--- config.mk ---
export PLATFORM = sky130hd
export DESIGN_NAME = ap_fu_arbiter
export DESIGN_NICKNAME = d
export VERILOG_FILES = /design/src/rtl/ap_fu_arb_pkg.sv /design/src/rtl/rr_arbiter.sv /design/src/rtl/ap_fu_arbiter.sv
export SDC_FILE = /design/constraint.sdc
export NUM_CORES = 1
export LEC_CHECK = 0
export CAP_MARGIN = 20
export CORE_AREA = 2 2 171 173
export DETAILED_ROUTE_END_ITERATION = 6
export DIE_AREA = 0 0 173 175
export HOLD_SLACK_MARGIN = 0.08
export PLACE_DENSITY = 0.67
export SLEW_MARGIN = 15
export SYNTH_ARGS = -nofsm -noshare
export SYNTH_HDL_FRONTEND = slang
export SYNTH_HIERARCHICAL = 1
export SYNTH_SLANG_ARGS = --single-unit
export TNS_END_PERCENT = 50
--- constraint.sdc ---
create_clock -name clock -period 7.3 [get_ports clock]
set_clock_uncertainty 0.2 [all_clocks]
set_input_delay 1.825 -clock clock [delete_from_list [all_inputs] [get_ports clock]]
set_output_delay 1.825 -clock clock [all_outputs]
set_load 0.005 [all_outputs]
--- src/rtl/ap_fu_arb_pkg.sv ---
// Shared types and default widths for the ap_ctrl_hs functional-unit arbiter.
//   arb_state_t : arbiter sequencing states
//   DEF_*       : default parameter values used by the arbiter and its users
package ap_fu_arb_pkg;

    localparam int unsigned DEF_NUM_REQ = 4;
    localparam int unsigned DEF_DATA_W  = 32;
    localparam int unsigned DEF_OP_W    = 4;
    localparam int unsigned DEF_LAT_W   = 16;

    // Handshake sequencing: pick a winner, drive ap_start, wait for ap_done, respond.
    typedef enum logic [1:0] {
        IDLE      = 2'd0,
        START     = 2'd1,
        WAIT_DONE = 2'd2,
        RESP      = 2'd3
    } arb_state_t;

endpackage

--- src/rtl/rr_arbiter.sv ---
// Combinational round-robin winner selection.
// Ports:
//   req       : per-requester request bits
//   ptr       : index that has highest priority this cycle
//   gnt_c     : one-hot winner (all zeros when nothing requests)
//   gnt_idx_c : binary index of the winner (0 when nothing requests)
//   any_c     : a winner exists
module rr_arbiter #(
    parameter int unsigned NUM_REQ = 4,
    parameter int unsigned IDX_W   = $clog2(NUM_REQ)
) (
    input  logic [NUM_REQ-1:0] req,
    input  logic [IDX_W-1:0]   ptr,
    output logic [NUM_REQ-1:0] gnt_c,
    output logic [IDX_W-1:0]   gnt_idx_c,
    output logic               any_c
);

    logic [IDX_W-1:0] cand;

    // Walk the requesters starting at ptr, wrapping modulo NUM_REQ; first hit wins.
    always_comb begin
        gnt_c     = '0;
        gnt_idx_c = '0;
        any_c     = 1'b0;
        cand      = '0;
        for (int unsigned off = 0; off < NUM_REQ; off++) begin
            cand = IDX_W'((32'(ptr) + off) % NUM_REQ);
            if (!any_c && req[cand]) begin
                any_c       = 1'b1;
                gnt_c[cand] = 1'b1;
                gnt_idx_c   = cand;
            end
        end
    end

endmodule

--- src/rtl/ap_fu_arbiter.sv ---
// Shares one ap_ctrl_hs functional unit between NUM_REQ requesters.
// Round-robin grant in IDLE, operand latch, ap_start/ap_ready/ap_done
// sequencing, one-cycle response strobe and a saturating latency counter.
// Ports:
//   clock, reset          : clock and synchronous active-high reset
//   req_valid/op/a/b      : packed per-requester requests (slice i at i*W)
//   req_ready             : one-hot acceptance, combinational while IDLE
//   rsp_valid, rsp_data   : one-hot one-cycle result strobe and result
//   fu_ap_start/op/a/b    : registered start and held operands to the FU
//   fu_ap_ready/done      : FU handshake inputs
//   fu_ap_return          : FU result
//   busy, grant_id        : not-IDLE flag and current/last winner index
//   last_latency          : START-entry-to-done cycles of the last op
module ap_fu_arbiter
    import ap_fu_arb_pkg::*;
#(
    parameter int unsigned NUM_REQ = DEF_NUM_REQ,
    parameter int unsigned DATA_W  = DEF_DATA_W,
    parameter int unsigned OP_W    = DEF_OP_W,
    parameter int unsigned LAT_W   = DEF_LAT_W
) (
    input  logic                         clock,
    input  logic                         reset,
    input  logic [NUM_REQ-1:0]           req_valid,
    input  logic [NUM_REQ*OP_W-1:0]      req_op,
    input  logic [NUM_REQ*DATA_W-1:0]    req_a,
    input  logic [NUM_REQ*DATA_W-1:0]    req_b,
    output logic [NUM_REQ-1:0]           req_ready,
    output logic [NUM_REQ-1:0]           rsp_valid,
    output logic [DATA_W-1:0]            rsp_data,
    output logic                         fu_ap_start,
    input  logic                         fu_ap_ready,
    input  logic                         fu_ap_done,
    output logic [OP_W-1:0]              fu_op,
    output logic [DATA_W-1:0]            fu_a,
    output logic [DATA_W-1:0]            fu_b,
    input  logic [DATA_W-1:0]            fu_ap_return,
    output logic                         busy,
    output logic [$clog2(NUM_REQ)-1:0]   grant_id,
    output logic [LAT_W-1:0]             last_latency
);

    localparam int unsigned IDX_W = $clog2(NUM_REQ);

    arb_state_t       state_q;
    arb_state_t       state_d;
    logic [IDX_W-1:0] ptr_q;
    logic [LAT_W-1:0] lat_cnt_q;
    logic [LAT_W-1:0] lat_inc_c;

    logic [NUM_REQ-1:0] win_gnt_c;
    logic [IDX_W-1:0]   win_idx_c;
    logic               win_any_c;

    logic accept_c;
    logic in_op_c;
    logic done_edge_c;

    logic [OP_W-1:0]   op_arr [NUM_REQ];
    logic [DATA_W-1:0] a_arr  [NUM_REQ];
    logic [DATA_W-1:0] b_arr  [NUM_REQ];

    // Unpack the flat request buses so the winner can be selected by index.
    for (genvar i = 0; i < NUM_REQ; i++) begin : g_unpack
        assign op_arr[i] = req_op[i*OP_W +: OP_W];
        assign a_arr[i]  = req_a[i*DATA_W +: DATA_W];
        assign b_arr[i]  = req_b[i*DATA_W +: DATA_W];
    end

    rr_arbiter #(
        .NUM_REQ (NUM_REQ),
        .IDX_W   (IDX_W)
    ) u_rr (
        .req       (req_valid),
        .ptr       (ptr_q),
        .gnt_c     (win_gnt_c),
        .gnt_idx_c (win_idx_c),
        .any_c     (win_any_c)
    );

    // Saturating increment shared by the running counter and the done capture.
    assign lat_inc_c = (&lat_cnt_q) ? lat_cnt_q : lat_cnt_q + LAT_W'(1);

    // Next state, acceptance and the combinational ready vector.
    always_comb begin
        state_d     = state_q;
        req_ready   = '0;
        accept_c    = 1'b0;
        in_op_c     = 1'b0;
        done_edge_c = 1'b0;
        case (state_q)
            IDLE: begin
                req_ready = win_gnt_c;
                if (win_any_c) begin
                    accept_c = 1'b1;
                    state_d  = START;
                end
            end
            START: begin
                in_op_c = 1'b1;
                // ap_done in START also implies the inputs were consumed.
                if (fu_ap_done) begin
                    done_edge_c = 1'b1;
                    state_d     = RESP;
                end else if (fu_ap_ready) begin
                    state_d = WAIT_DONE;
                end
            end
            WAIT_DONE: begin
                in_op_c = 1'b1;
                if (fu_ap_done) begin
                    done_edge_c = 1'b1;
                    state_d     = RESP;
                end
            end
            RESP: begin
                state_d = IDLE;
            end
            default: begin
                state_d = IDLE;
            end
        endcase
    end

    // State, pointer, operand latch, response and latency registers.
    always_ff @(posedge clock) begin
        if (reset) begin
            state_q      <= IDLE;
            ptr_q        <= '0;
            lat_cnt_q    <= '0;
            busy         <= 1'b0;
            fu_ap_start  <= 1'b0;
            rsp_valid    <= '0;
            rsp_data     <= '0;
            fu_op        <= '0;
            fu_a         <= '0;
            fu_b         <= '0;
            grant_id     <= '0;
            last_latency <= '0;
        end else begin
            state_q     <= state_d;
            busy        <= (state_d != IDLE);
            fu_ap_start <= (state_d == START);
            // grant_id is already stable when RESP is entered from START/WAIT_DONE.
            rsp_valid   <= (state_d == RESP) ? (NUM_REQ'(1) << grant_id) : '0;

            if (accept_c) begin
                fu_op     <= op_arr[win_idx_c];
                fu_a      <= a_arr[win_idx_c];
                fu_b      <= b_arr[win_idx_c];
                grant_id  <= win_idx_c;
                ptr_q     <= (win_idx_c == IDX_W'(NUM_REQ - 1)) ? '0 : win_idx_c + IDX_W'(1);
                lat_cnt_q <= '0;
            end else if (in_op_c) begin
                lat_cnt_q <= lat_inc_c;
            end

            if (done_edge_c) begin
                rsp_data     <= fu_ap_return;
                last_latency <= lat_inc_c;
            end
        end
    end

endmodule

==> results.json, run 1 <==
{
  "status": "complete, no violations",
  "seq_area_sq_um": 2880,
  "p_total_mw": 4.56,
  "cts_resized": 0,
  "globalplace.congestion": 0.848,
  "synth_ff_type": "dfxtp_1",
  "drc_errors": 0,
  "final_cell_mix": "438 x clkdlybuf4s50_1, 235 x nand2_1, 144 x dfxtp_1",
  "cp_data_arrival_time_ns": 4.27,
  "synth_enable_flop_cells": 0,
  "yosys.area.top_type": "dfxtp_1",
  "fin_tns_setup_ns": 0,
  "antenna_found_initial": 8,
  "num_vias": 8259,
  "worstSetupStartpointType": "input port",
  "post_cts_buffers": 0,
  "seq_area_frac_synth_pct": 36.8,
  "worst_slew_pin_slew_ns": 1.02,
  "syn_area_sq_um": 7830,
  "clk-insertion-delay-late_ns": 0.42,
  "ys_seq_elements": 144,
  "grt_pass1_vias": 7923,
  "wl_per_cell_um": 19.9,
  "p_per_area_nw_per_um2": 349,
  "slew_headroom_pct": 32.1,
  "yosysWarningCount": 6,
  "htree_levels": 4,
  "synthTopCellsByArea": "dfxtp_1 37%, mux4_2 20%, nand2_1 11%, a21oi_1 7.3%, clkbuf_1 2.0%",
  "port-buffer-count": 439,
  "grt_max_degree": 85,
  "synth_xor_area_share_pct": 0.336,
  "synth_nets": 1173,
  "cp-end-kind": "output port",
  "hold_viol_final": 0,
  "p_leak_nw": 4.56,
  "routed_via_density": 5.03,
  "drv_slew": 0,
  "first_pass_iters": 5,
  "cap_violations": 0,
  "clock_sinks": 144,
  "grt_overflow": 0,
  "numCtsBuffers": 17,
  "rows": 62,
  "fp.dieArea_sq_um": 30300,
  "n_fill_cell": 2744,
  "wl_mm": 32.8,
  "hold_class": "flop to flop",
  "synth_cells": 849,
  "cts_tree": "done",
  "root_buffer": "clkbuf_16",
  "synth-simple-area-share_pct": 19.3,
  "syn_area_per_cell_sq_um": 9.22,
  "path_class": "input port to output port",
  "critPathMaxFanout": 13,
  "fin_crit_sh_pct": 86.2,
  "synthToLayoutAreaGrowth_pct": 67.2,
  "dp_hpwl_mm": 25.3,
  "drt_iter0_drc": 536,
  "async_reset_ff_share_pct": 0,
  "fp.dieH_um": 175,
  "vdd_ir_drop_max_uv": 209,
  "ant_nets": 0,
  "mostFrequentLayoutCell": "clkdlybuf4s50_1",
  "nets": 1567,
  "muxShareOfSynthArea_pct": 22.8,
  "clkTransAtPathRegs_ns": 0.06,
  "synth_top_family_by_area": "multiplexers",
  "timing.fmax_ghz": 0.159,
  "required_ns": 5.28,
  "synth.distinct_cells": 61,
  "synthAdderAreaFrac_pct": 1.92,
  "synth_top_cell_area_share_pct": 36.8,
  "grtUsageTotal_pct": 20.9,
  "multi_input_area_sq_um": 4590,
  "setup_violations": 0,
  "boundaryPins": 440,
  "grt_pass1_wl_mm": 48.0,
  "ctsLongestPathBuffers": 2,
  "synth_compound_area_share_pct": 13.8,
  "drive_gt1_share_pct": 10.3,
  "floorplan.initialDensity_pct": 27.6,
  "rsz0062_at_grt": "false",
  "core_area_sq_um": 28400,
  "die_w_um": 173,
  "finalCriticalPeriod_ns": 6.30,
  "cts-hold-fix-buffers": 0
}
synth_stat cells, drive strengths merged (2+ instances only):
master / number
ha: 12
and2: 11
o211ai: 3
mux4: 72
o31ai: 3
a32oi: 4
and3: 8
clkbuf: 43
nand3b: 2
xnor2: 3
nand3: 13
and4: 4
a41oi: 3
or3: 12
mux2i: 13
dfxtp: 144
nand2: 237
a211oi: 6
or4: 3
and3b: 2
nor3: 10
a31oi: 7
a22oi: 8
mux2: 2
nor2: 10
nand4: 9
a21oi: 115
nand2b: 3
nor4b: 3
o2111ai: 2
a2111oi: 3
nor4: 6
o21a: 2
a311oi: 2
o311ai: 2
buf: 32
o21ai: 14
inv: 9
flip-flops by register name (all words and copies together), names as in the netlist:
| signal | cells |
|---|---|
| ptr_q | 2 |
| fu_ap_start | 1 |
| state_q | 2 |
| rsp_data | 32 |
| grant_id | 2 |
| busy | 1 |
| rsp_valid | 4 |
| last_latency | 16 |
| fu_b | 32 |
| fu_a | 32 |
| fu_op | 4 |
| lat_cnt_q | 16 |
critical path, cell delays in order:
cell             delay [ns]
clkdlybuf4s50_1        0.47
mux4_2                 0.66
nor4b_4                0.45
a22oi_1                0.11
o21ai_0                0.12
and2_1                 0.15
clkdlybuf4s50_1        0.49
final timing paths:
check,startpoint,to,slack (ns),depth (start not counted)
min,fu_a[3],fu_a[3],0.25,2
max,req_valid[3],req_ready[1],1.00,7
min reg2reg,fu_a[3],fu_a[3],0.25,2
max reg2reg,ptr_q[0],fu_b[15],3.09,9
kinds of logic after synthesis:
family                     Yosys count
AOI/OAI and AO/OA                  182
buffers and inverters               85
adders and majority gates           12
DFF                                144
muxes                               87
and+or+nand+nor                    336
xor gates and xnor gates             3
where the power goes:
group / switching (mW) / leakage [nW] / internal [mW]
clock network: 0.393 / 0.283 / 0.515
logic: 1.13 / 3.10 / 1.32
registers: 0.157 / 1.18 / 1.04
total: 1.68 / 4.56 / 2.88
layout make-up:
class                   instances  area share [%]
inverters                      10           0.287
well taps                     384            3.67
flip-flops and latches        144            22.0
diodes                          3          0.0574
repair buffers                450            34.4
multi-input cells             620            35.0
clock buffers                  17            3.25
clock inverters                14            1.29
layer usage:
metal	vias up	routed length (um)	track usage [%]
li1	3885	-	-
met1	3971	13400	25.9
met2	370	15700	34.2
met3	33	3090	7.42
met4	0	583	6.00
met5	-	0	0
per-stage QoR:
step | std cells | instance area, sq um | utilization, % | hold WS [ns] | worst slack, ns
after floorplan | 849 | 7830 | - | 0.253 | 2.22
after global placement | 1607 | 12500 | 44.0 | 0.240 | 1.11
after detailed placement | 1607 | 12500 | 44.0 | 0.246 | 1.04
after CTS | 1638 | 13100 | 46.0 | 0.255 | 1.04
after global routing | 1641 | 13100 | 46.1 | 0.267 | 0.889
final | 1642 | 13100 | 46.1 | 0.254 | 1.00
Note: power is estimated with default switching activity, not from simulation.
==> run 2: changes to the inputs <==
CTS_CLUSTER_DIAMETER = 120   (was not set)
SETUP_SLACK_MARGIN = 0.5   (was not set)
==> results of run 2 <==
Same layout as run 1: the final DEF is identical, and so are final timing and power.
==> run 3: changes to the inputs <==
==> constraint.sdc (replaced) <==
create_clock -name clock -period 7.3 [get_ports clock]
set_clock_uncertainty 0.2 [all_clocks]
set_input_delay 0.73 -clock clock [delete_from_list [all_inputs] [get_ports clock]]
set_output_delay 0.73 -clock clock [all_outputs]
set_load 0.005 [all_outputs]
==> run 3 against run 2 <==
Routed wire length down 0.38%; clock power up 5.1%; die area unchanged; largest cell class unchanged; sequential cell count unchanged; first-iteration DRC count up 10%; worst setup slack better by 1.9 ns.
==> results.json, run 3 (same netlist as run 1, synthesis figures left out) <==
{
  "root_buffer": "clkbuf_16",
  "cts_resized": 0,
  "status": "complete, no violations",
  "cp_top_family": "flip-flops",
  "reg2reg_from": "ptr_q[0]",
  "power_frac_seq_pct": 26.6,
  "fin_crit_sh_pct": 59.5,
  "worstSetupStartpointType": "flop",
  "grt_pass1_wl_mm": 47.6,
  "combPwrFrac_pct": 52.4,
  "cap_violations": 0,
  "ctsLongestPathBuffers": 2,
  "wl_mm": 32.6,
  "vdd_ir_drop_max_uv": 226,
  "fin_tns_setup_ns": 0,
  "cp_data_arrival_time_ns": 3.42,
  "grt_overflow": 0,
  "nets": 1561,
  "timing.fmax_ghz": 0.230,
  "rows": 62,
  "slew_headroom_pct": 29.2,
  "min_path_cells": 2,
  "drt_iter0_drc": 591,
  "cts_tree": "done",
  "mostFrequentLayoutCell": "clkdlybuf4s50_1",
  "cts-hold-fix-buffers": 0,
  "post_cts_buffers": 0,
  "worst_slew_pin_slew_ns": 1.06,
  "clkTransAtPathRegs_ns": 0.06,
  "p_per_area_nw_per_um2": 347,
  "core_area_sq_um": 28400,
  "floorplan.initialDensity_pct": 27.6,
  "p_sw_mw": 1.66,
  "fp.dieH_um": 175,
  "drc_errors": 0,
  "pwr-share-clk_pct": 21.0,
  "hp-start": "fu_b[3]",
  "num_vias": 8232,
  "fin_ws_ns": 2.95,
  "grt_pass1_vias": 7861,
  "port-buffer-count": 439,
  "finalCriticalPeriod_ns": 4.35,
  "path_buf_inv": 2,
  "critPathMaxStageDelay_ns": 0.69,
  "antenna_found_initial": 9,
  "routed_via_density": 5.02,
  "hold_viol_final": 0,
  "htree_levels": 4,
  "wl_per_cell_um": 19.9,
  "crit_chain": "inv_1 -> ha_1 -> mux4_2 -> nor4b_4 -> a22oi_1 -> o21ai_0 -> and2_1 -> clkdlybuf4s50_1",
  "hold_class": "flop to flop",
  "cp-end-kind": "output port",
  "synthToLayoutAreaGrowth_pct": 66.9,
  "required_ns": 6.37,
  "switching_share_pct": 36.5,
  "clock_sinks": 144,
  "p_int_mw": 2.88,
  "ant_nets": 0,
  "dp_hpwl_mm": 25.1,
  "drv_slew": 0,
  "grt_max_degree": 85,
  "ff2ff_path_depth": 9,
  "rr_endpoint": "fu_b[13]",
  "p_leak_nw": 4.55,
  "boundaryPins": 440,
  "dp_slack_ns": 2.87,
  "globalplace.congestion": 0.849,
  "first_pass_iters": 5,
  "final_cell_mix": "438 x clkdlybuf4s50_1, 235 x nand2_1, 144 x dfxtp_1",
  "path_class": "flop to output port",
  "crit_slowest_cell": "dfxtp_1",
  "numCtsBuffers": 17,
  "clk-insertion-delay-late_ns": 0.42,
  "drive_gt1_share_pct": 9.92,
  "holdPathEnd": "fu_b[3]",
  "critPathMaxFanout": 13,
  "rsz0062_at_grt": "false",
  "fp.dieArea_sq_um": 30300,
  "die_w_um": 173,
  "top_regs": "fu_a x32, fu_b x32, rsp_data x32",
  "r2r_slack_ns": 3.03,
  "setup_violations": 0,
  "grtUsageTotal_pct": 20.7
}
[run 3: worst register-to-register path: cells and delay by family (launching register included)]
kind / cells / cell delay (ns)
multiplexers: 2 / 0.81
buffers and inverters: 2 / 0.66
AO/OA/AOI/OAI: 3 / 1.25
AND/OR/NAND/NOR: 1 / 0.09
flip-flops: 1 / 0.69
adder cells (fa/ha/maj): 1 / 0.41
[run 3: stage by stage]
| step | cells | power, mW | hold WS (ns) | cell area, sq um | util (%) |
|---|---|---|---|---|---|
| 2_1_floorplan | 849 | 2.56 | 0.253 | 7830 | - |
| 3_3_place_gp | 1602 | 3.61 | 0.241 | 12400 | 43.7 |
| 3_5_place_dp | 1602 | 3.63 | 0.246 | 12400 | 43.7 |
| 4_1_cts | 1634 | 4.60 | 0.254 | 13000 | 46.0 |
| 5_1_grt | 1637 | 4.83 | 0.277 | 13100 | 46.0 |
| 6_report | 1641 | 4.54 | 0.252 | 13100 | 46.0 |
[run 3: worst max path at each step]
stage,start,endpoint,slack [ns],depth (start not counted)
floorplan,ptr_q[0],fu_b[11],4.04,13
global placement,req_valid[3],lat_cnt_q[14],2.95,8
detailed placement,req_valid[3],lat_cnt_q[14],2.87,8
CTS,ptr_q[0],req_ready[1],2.94,8
global route,ptr_q[0],req_ready[1],2.71,8
finish,ptr_q[0],req_ready[1],2.95,8
[run 3: area by class of cell]
| type | count | area [sq um] |
|---|---|---|
| multi-input combinational | 620 | 4590 |
| clock buffer | 18 | 439 |
| sequential | 144 | 2880 |
| tap | 384 | 480 |
| antenna | 7 | 17.5 |
| inverter | 10 | 37.5 |
| clock inverter | 14 | 193 |
| timing repair buffer | 444 | 4430 |
| fill | 2690 | 15300 |
[run 3: per-layer routing]
layer / up-vias / wire length, um / track usage, %
met5: - / 9 / 0
met4: 2 / 512 / 5.47
met3: 32 / 2880 / 7.29
met2: 378 / 15800 / 34.6
met1: 3943 / 13400 / 25.4
li1: 3877 / - / -
[run 3: power by group through the flow]
stage | registers [mW] | logic, mW | clock network, mW
floorplan | 1.21 | 1.36 | 0
global placement | 1.21 | 2.40 | 0
detailed placement | 1.22 | 2.41 | 0
CTS | 1.21 | 2.42 | 0.974
global route | 1.24 | 2.58 | 1.01
finish | 1.21 | 2.38 | 0.953
==> variant (settings of run 2) <==
Re-encode `arb_state_t` (4 states) as one-hot, 4 bits wide.
--- a/src/rtl/ap_fu_arb_pkg.sv
+++ b/src/rtl/ap_fu_arb_pkg.sv
@@ -10,9 +10,9 @@
 
     // Handshake sequencing: pick a winner, drive ap_start, wait for ap_done, respond.
-    typedef enum logic [1:0] {
-        IDLE      = 2'd0,
-        START     = 2'd1,
-        WAIT_DONE = 2'd2,
-        RESP      = 2'd3
+    typedef enum logic [3:0] {
+        IDLE      = 4'b0001,
+        START     = 4'b0010,
+        WAIT_DONE = 4'b0100,
+        RESP      = 4'b1000
     } arb_state_t;
 
Behaviour: same outputs for any inputs over 4 cycles, from zero or initial values and one cycle with reset high; so few cycles prove little.
==> variant against run 2 <==
- total power down 14%
- sequential cell count up 2
- cell area down 1.3%
- clock power down 4.3%
- wire length down 1.1%
- worst hold slack worse by 0.0016 ns
- worst setup slack worse by 0.036 ns
- synthesized cell count down 2.9%
- area after synthesis down 1.8%
- critical endpoint is now req_ready[0]
- highest routed layer is now met5
==> variant: results <==
[drt]
top_layer = "met5"
drtPass1Iterations = 5
drt_wl_total_um = 32400
wl_met2_um = 15700
detailroute.via_count = 7954
wl_met1_um = 12700
wl_met3_um = 3280

[finish]
nets = 1537
n_fill_cell = 2723
drive_gt1_frac = 0.112
fin_cells = 1620

[place]
dp_slack_ns = 1.01
place_area_mm2 = 0.0123
place_congestion = 0.842
dp_hpwl_um = 24900

[synthesis]
yosysUniqueCellTypes = 62
synth_nets = 1143
synth_area_per_cell_um2 = 9.33
ys_seq_area_frac = 0.380
synthTopCellsByArea = "dfxtp_1, mux4_2, nand2_1"

[grt]
antenna_found_initial = 10
grt_usage = 0.208
grt_pass1_wl_um = 47300
grt_start_max_net_pins = 89

[status]
status = "finished clean"

[sta]
slew_headroom = 0.298
worst_slew_pin_slew_ns = 1.05

[clock_network]
cts_max_level = 4
clk_pin_slew_worst_paths_ns = 0.07

[pwr]
leakage_nw = 4.40
ir_drop_mv = 0.233
sw_frac_of_total = 0.374

[setup_path]
arrival_ns = 4.31
variant: per-stage QoR:
stage          utilization  power (W)
6_report             0.455    0.00392
5_1_grt              0.455    0.00417
4_1_cts              0.455    0.00400
3_5_place_dp         0.434    0.00311
3_3_place_gp         0.434    0.00308
2_1_floorplan            -    0.00231
variant: power groups by stage:
stage                     logic [W]  registers [W]  clock network [W]
after detailed placement    0.00205        0.00105                  0
after floorplan             0.00126        0.00105                  0
final                       0.00202        0.00104           0.000868
after global routing        0.00219        0.00106           0.000926
after global placement      0.00203        0.00105                  0
after CTS                   0.00206        0.00104           0.000900
variant: kinds of logic (layout without fill, tap and decap cells):
family / count (synthesis) / after routing / share of synthesized area
buffers and inverters: 83 / 490 / 0.0485
other: 0 / 5 / 0
DFF: 146 / 146 / 0.380
adders and majority gates: 7 / 7 / 0.0114
xor gates and xnor gates: 4 / 4 / 0.00456
and+or+nand+nor: 326 / 326 / 0.199
AOI/OAI and AO/OA: 182 / 182 / 0.139
muxes: 76 / 76 / 0.217
variant: worst paths after layout:
kind / cells after the start / from / slack, ns / to
hold / removal: 2 / last_latency[14] / 0.25 / last_latency[14]
setup / recovery: 7 / req_valid[3] / 0.97 / req_ready[0]
setup reg to reg: 8 / ptr_q[0] / 3.11 / lat_cnt_q[13]
hold reg to reg: 2 / last_latency[14] / 0.25 / last_latency[14]
variant: cell type report:
cell class              count  area (µm²)  share of cell area
clock inverters            14         135              0.0105
repair buffers            445        4450               0.344
well taps                 384         480              0.0372
clock buffers              18         439              0.0340
diodes                      5        12.5            0.000968
multi-input cells         595        4430               0.343
inverters                  13        48.8             0.00378
flip-flops and latches    146        2920               0.226
variant: layer usage:
layer,vias to the layer above,track usage
li1,3780,-
met5,-,0
met1,3795,0.244
met4,4,0.0618
met3,41,0.0857
met2,334,0.346
